--- src/rtl/if_id_skid_seg.sv ---
// IF/ID segment with valid/ready handshake and a 2-entry skid buffer.
// Splits the head instruction into MIPS fields; counts stalls and flushes.
module if_id_skid_seg #(
  parameter int PC_W  = 32,
  parameter int CNT_W = 16
) (
  input  logic             Clk,
  input  logic             Rst_n,
  input  logic             In_valid,
  output logic             In_ready,
  input  logic [PC_W-1:0]  PC_Add,
  input  logic [31:0]      IR_out,
  input  logic             Flush,
  output logic             Out_valid,
  input  logic             Out_ready,
  output logic [PC_W-1:0]  PC_Add_out,
  output logic [5:0]       Op,
  output logic [4:0]       Rs,
  output logic [4:0]       Rt,
  output logic [4:0]       Rd,
  output logic [4:0]       Shamt,
  output logic [5:0]       Func,
  output logic [1:0]       Occupancy,
  output logic [CNT_W-1:0] Stall_cnt,
  output logic [CNT_W-1:0] Flush_cnt
);

  typedef struct packed {
    logic            vld;
    logic [PC_W-1:0] pc;
    logic [31:0]     ir;
  } ent_t;

  ent_t head_q, skid_q;
  ent_t head_d, skid_d;
  ent_t in_ent;
  logic rdy_q;
  logic accept, consume, stall;

  assign in_ent  = {1'b1, PC_Add, IR_out};
  assign accept  = In_valid & rdy_q;
  assign consume = head_q.vld & Out_ready;
  assign stall   = head_q.vld & ~Out_ready;

  // Next head/skid contents; invalid entries are kept all-zero so the
  // outputs read as a NOP bubble without extra masking.
  always_comb begin
    head_d = head_q;
    skid_d = skid_q;
    priority case (1'b1)
      Flush: begin
        head_d = '0;
        skid_d = '0;
      end
      skid_q.vld: begin
        if (consume) begin
          head_d = skid_q;
          skid_d = '0;
        end
      end
      head_q.vld: begin
        if (consume)
          head_d = accept ? in_ent : '0;
        else if (accept)
          skid_d = in_ent;
      end
      default: begin
        if (accept)
          head_d = in_ent;
      end
    endcase
  end

  // Entry storage and registered ready (high while the skid slot is free).
  always_ff @(posedge Clk) begin
    if (!Rst_n) begin
      head_q <= '0;
      skid_q <= '0;
      rdy_q  <= 1'b1;
    end else begin
      head_q <= head_d;
      skid_q <= skid_d;
      rdy_q  <= ~(head_d.vld & skid_d.vld);
    end
  end

  // Saturating stall and flush counters, cleared only by reset.
  always_ff @(posedge Clk) begin
    if (!Rst_n) begin
      Stall_cnt <= '0;
      Flush_cnt <= '0;
    end else begin
      if (stall && Stall_cnt != '1)
        Stall_cnt <= Stall_cnt + 1'b1;
      if (Flush && Flush_cnt != '1)
        Flush_cnt <= Flush_cnt + 1'b1;
    end
  end

  assign In_ready   = rdy_q;
  assign Out_valid  = head_q.vld;
  assign PC_Add_out = head_q.pc;
  assign Op         = head_q.ir[31:26];
  assign Rs         = head_q.ir[25:21];
  assign Rt         = head_q.ir[20:16];
  assign Rd         = head_q.ir[15:11];
  assign Shamt      = head_q.ir[10:6];
  assign Func       = head_q.ir[5:0];
  assign Occupancy  = {1'b0, head_q.vld} + {1'b0, skid_q.vld};

endmodule

--- config.mk ---
export PLATFORM = sky130hd
export DESIGN_NAME = if_id_skid_seg
export DESIGN_NICKNAME = d
export VERILOG_FILES = /design/src/rtl/if_id_skid_seg.sv
export SDC_FILE = /design/constraint.sdc
export NUM_CORES = 1
export LEC_CHECK = 0
export CORE_MARGIN = 2
export CORE_UTILIZATION = 38
export DETAILED_ROUTE_END_ITERATION = 8
export GPL_ROUTABILITY_DRIVEN = 1
export PLACE_DENSITY = 0.72
export SYNTH_ARGS = -nofsm -noshare
export SYNTH_HDL_FRONTEND = slang
export SYNTH_SLANG_ARGS = --single-unit
export TNS_END_PERCENT = 1
--- constraint.sdc ---
create_clock -name Clk -period 2 [get_ports Clk]
set_clock_uncertainty 0.2 [all_clocks]
set_input_delay 0.3 -clock Clk [delete_from_list [all_inputs] [get_ports Clk]]
set_output_delay 0.3 -clock Clk [all_outputs]
set_load 0.05 [all_outputs]
==> results by group <==
Worst hold path
  • Worst hold start: PC_Add[5]
  • Worst min path class: input pin to flip-flop
  • WHS Endpoint: skid_q[37]$_SDFFE_PP0P_
  • Hold Crit Depth: 3

Floorplan
  • FP Rows: 48
  • Initial Utilization: 0.389
  • # IOs: about 170
  • Core area: 17300 um^2
  • Die boundary height: between 100 and 150 um
  • Die area: between 15000 and 20000 um^2
  • Die Wd: 137 um

STA
  • Final period utilization: 0.978
  • Minimum clock period: 1.96 ns
  • Setup WS post-layout: 0.0442 ns
  • Max frequency: 511 MHz
  • Endpoints failing setup: 0
  • Max-slew violation count: 0
  • Worst slew pin tran: ~0.52 ns
  • Final Hold Fails: 0
  • Worst relative slew slack: 0.655
  • RSZ-0062 raised after global routing: true

Setup path
  • CP Capture Type: flip-flop
  • Critical path origin: Flush_cnt[0]$_SDFFE_PN0P_
  • Required @ worst endpoint: 2.10 ns
  • Reg-to-reg endpoint: Flush_cnt[1]$_SDFFE_PN0P_
  • Crit-path max FO: 5
  • Critical path arrival: between 2 and 2.5 ns
  • FF-to-FF path depth: 7
  • Worst Setup Start Kind: flip-flop
  • Critical path class: flip-flop to flip-flop
  • R2r startpoint: Flush_cnt[0]$_SDFFE_PN0P_
  • Setup slack, reg-to-reg: 0.04 ns

Placement
  • Routability congestion estimate: about 0.88
  • Placed Cells: approximately 1200
  • Port bufs: ~170
  • Post-place setup slack: -0.358 ns
  • Dpl hpwl: between 10 and 15 mm
  • Post-placement cell area: between 9000 and 10000 um^2

Layout
  • Cell area after layout: slightly below 10000 um^2
  • Fin cells: about 1200
  • Area Overhead vs Synth: 44.5%
  • Nets: about 1100
  • Diodes inserted: 0
  • Layout cells sized above 1: 0.199

Logic synthesis
  • Synth Register Bits: roughly 160
  • Yosys top cell by area: dfxtp_1
  • Top post-synthesis cells by area: dfxtp_1, a211oi_1, a22oi_1
  • Net count after synthesis: between 800 and 900
  • Main combinational cell family by area after synthesis: compound AO/OA/AOI/OAI gates
  • Simple-gate share of the synthesized area: 0.206
  • Compound-Gate Fraction of Synth Area: 0.245
  • Post-synthesis cell count: approximately 800
  • Mapped cell area: 6730 um^2
  • Post-synth top cells: dfxtp_1, nand2_1, a21oi_1
  • Yosys warns: 0
  • Mapped Avg Cell Area: around 8.5 um^2
  • Synth cell types: between 40 and 50
  • Dominant synthesized flop cell: dfxtp_1
  • Synth Area in Adders: 0.00743
  • Sequential fraction of the synthesis area: 0.485
  • Count leader, synth: dfxtp_1
  • XOR/XNOR Fraction of Synth Area: 0.00130
  • Async SR Flop Fraction: 0
  • Post-synth top area share: 0.485
  • Post-synthesis mux area share: 0.0119
  • Post-synth EDFFs: 0

Routing
  • WL final: around 19 mm
  • Residual DRC: 0
  • Total iterations of the first detailed-routing run: 5
  • Routed Antenna Nets: 0
  • Via count: ~6700
  • Vias per inst: about 5.5
  • First DRT Iteration DRCs: approximately 400
  • WL/cell: about 16 um

Clock network
  • Clk_lat worst skew: between 0.4 and 0.5 ns
  • Clock root cell: clkbuf_16
  • # hold bufs at CTS: 0
  • Register clock-pin slew on the reported worst setup and hold paths: ~0.070 ns
  • TritonCTS Buffers: 17
  • Max clock buf depth: 2
  • TritonCTS clock tree: built
  • Clock tree sinks: roughly 160
  • # H-tree levels: 4

GRT
  • Largest net degree at the start of global routing: 47
  • GRT overflow: 0
  • Tot GR Track Use: 0.209
  • Number of global-route vias before repair: about 6300
  • First-pass GRT wire length: 31.3 mm
  • Antenna violations before repair: 0

Power and ir drop
  • Pwr/cell area: ~800 nW/um^2
  • Maximum vdd ir drop: approximately 0.6 mV
  • Pleak: about 3.7 nW

Outcome
  • Outcome: finished clean

Flow run
  • Max Cap Viol: 0
-- per-stage QoR --
step / power [mW] / util / hold WS, ns / setup TNS [ns]
finish: 7.78 / 0.563 / 0.253 / 0
global route: 8.09 / 0.563 / 0.258 / -0.0898
CTS: 7.88 / 0.561 / 0.234 / -0.0184
detailed placement: 4.51 / 0.528 / 0.258 / -17.55
global placement: 4.51 / 0.528 / 0.253 / -15.11
floorplan: 4.02 / - / 0.236 / -0.544
-- state kept, by name (all words and copies together) (netlist names) --
signal and flops:
Flush_cnt 16, Func 6, In_ready 1, Op 6, Out_valid 1, PC_Add_out 32, Rd 5, Rs 5
Rt 5, Shamt 5, Stall_cnt 16, skid_q 65
-- how the worst max path moves through the flow --
stage / slack, ns / end
finish: 0.04 / Flush_cnt[1]$_SDFFE_PN0P_
detailed placement: -0.36 / Flush_cnt[9]$_SDFFE_PN0P_
global placement: -0.37 / Flush_cnt[11]$_SDFFE_PN0P_
global route: -0.05 / Flush_cnt[1]$_SDFFE_PN0P_
CTS: -0.02 / Flush_cnt[1]$_SDFFE_PN0P_
floorplan: -0.10 / Stall_cnt[14]$_SDFFE_PN0P_
-- critical path, stage by stage (launching register included) --
cell	delay (ns)
dfxtp_4	0.39
ha_4	0.16
nand4_1	0.16
o41ai_4	0.43
buf_4	0.19
buf_4	0.10
mux2i_1	0.17
nor2_1	0.06
-- cell families (layout without fill, tap and decap cells) --
logic type | count (synthesis) | count (layout)
and+or+nand+nor | 296 | 296
AOI/OAI and AO/OA | 248 | 248
DFF | 163 | 163
buffers and inverters | 76 | 274
muxes | 8 | 8
adders and majority gates | 4 | 4
xor gates and xnor gates | 1 | 1
-- metal layers --
| metal | GRT usage | part of all wire |
|---|---|---|
| met1 | 0.266 | 0.43 |
| met2 | 0.344 | 0.48 |
| met3 | 0.0581 | 0.072 |
| met4 | 0.0676 | 0.012 |
| met5 | 0 | 0 |
-- power by group --
group | total, mW | switching [mW] | internal [mW]
sequential | 3.37 | 0.0528 | 3.32
combinational | 1.04 | 0.629 | 0.415
clock | 3.36 | 1.37 | 1.99
total | 7.78 | 2.05 | 5.73
-- final cells by class --
cell class	instances	area (um^2)
clock buffer	19	433
clock inverter	13	176
fill	1604	7560
inverter	8	30.0
multi-input combinational	557	3270
sequential	163	3310
tap	225	282
timing repair buffer	234	2230
-- cells in the final DEF, fill, tap and decap left out, drive strengths merged, types with 2 or more instances in the layout --
| master | n |
|---|---|
| dfxtp | 163 |
| buf | 127 |
| nand2 | 87 |
| a21oi | 86 |
| nand3 | 74 |
| nor2 | 74 |
| clkdlybuf4s50 | 68 |
| a211oi | 66 |
| a22oi | 65 |
| dlygate4sd2 | 39 |
| clkbuf | 19 |
| nand4 | 13 |
| inv | 12 |
| or4 | 11 |
| o31ai | 10 |
| mux2i | 8 |
| nand2b | 8 |
| o21ai | 7 |
| or3 | 7 |
| nor3 | 5 |
| and3 | 4 |
| o41ai | 4 |
| ha | 4 |
| clkinv | 4 |
| nor4 | 3 |
| bufinv | 3 |
| nand3b | 2 |
| nor2b | 2 |
| and4 | 2 |
| clkinvlp | 2 |
-- repair_timing --
action | CTS | global route
setup buffers | 0 | 0
resized for setup | 40 | 6
endpoints found under the setup margin | 42 | 17
pin swaps | 1 | 3
Power figures use the tool's default switching activity.
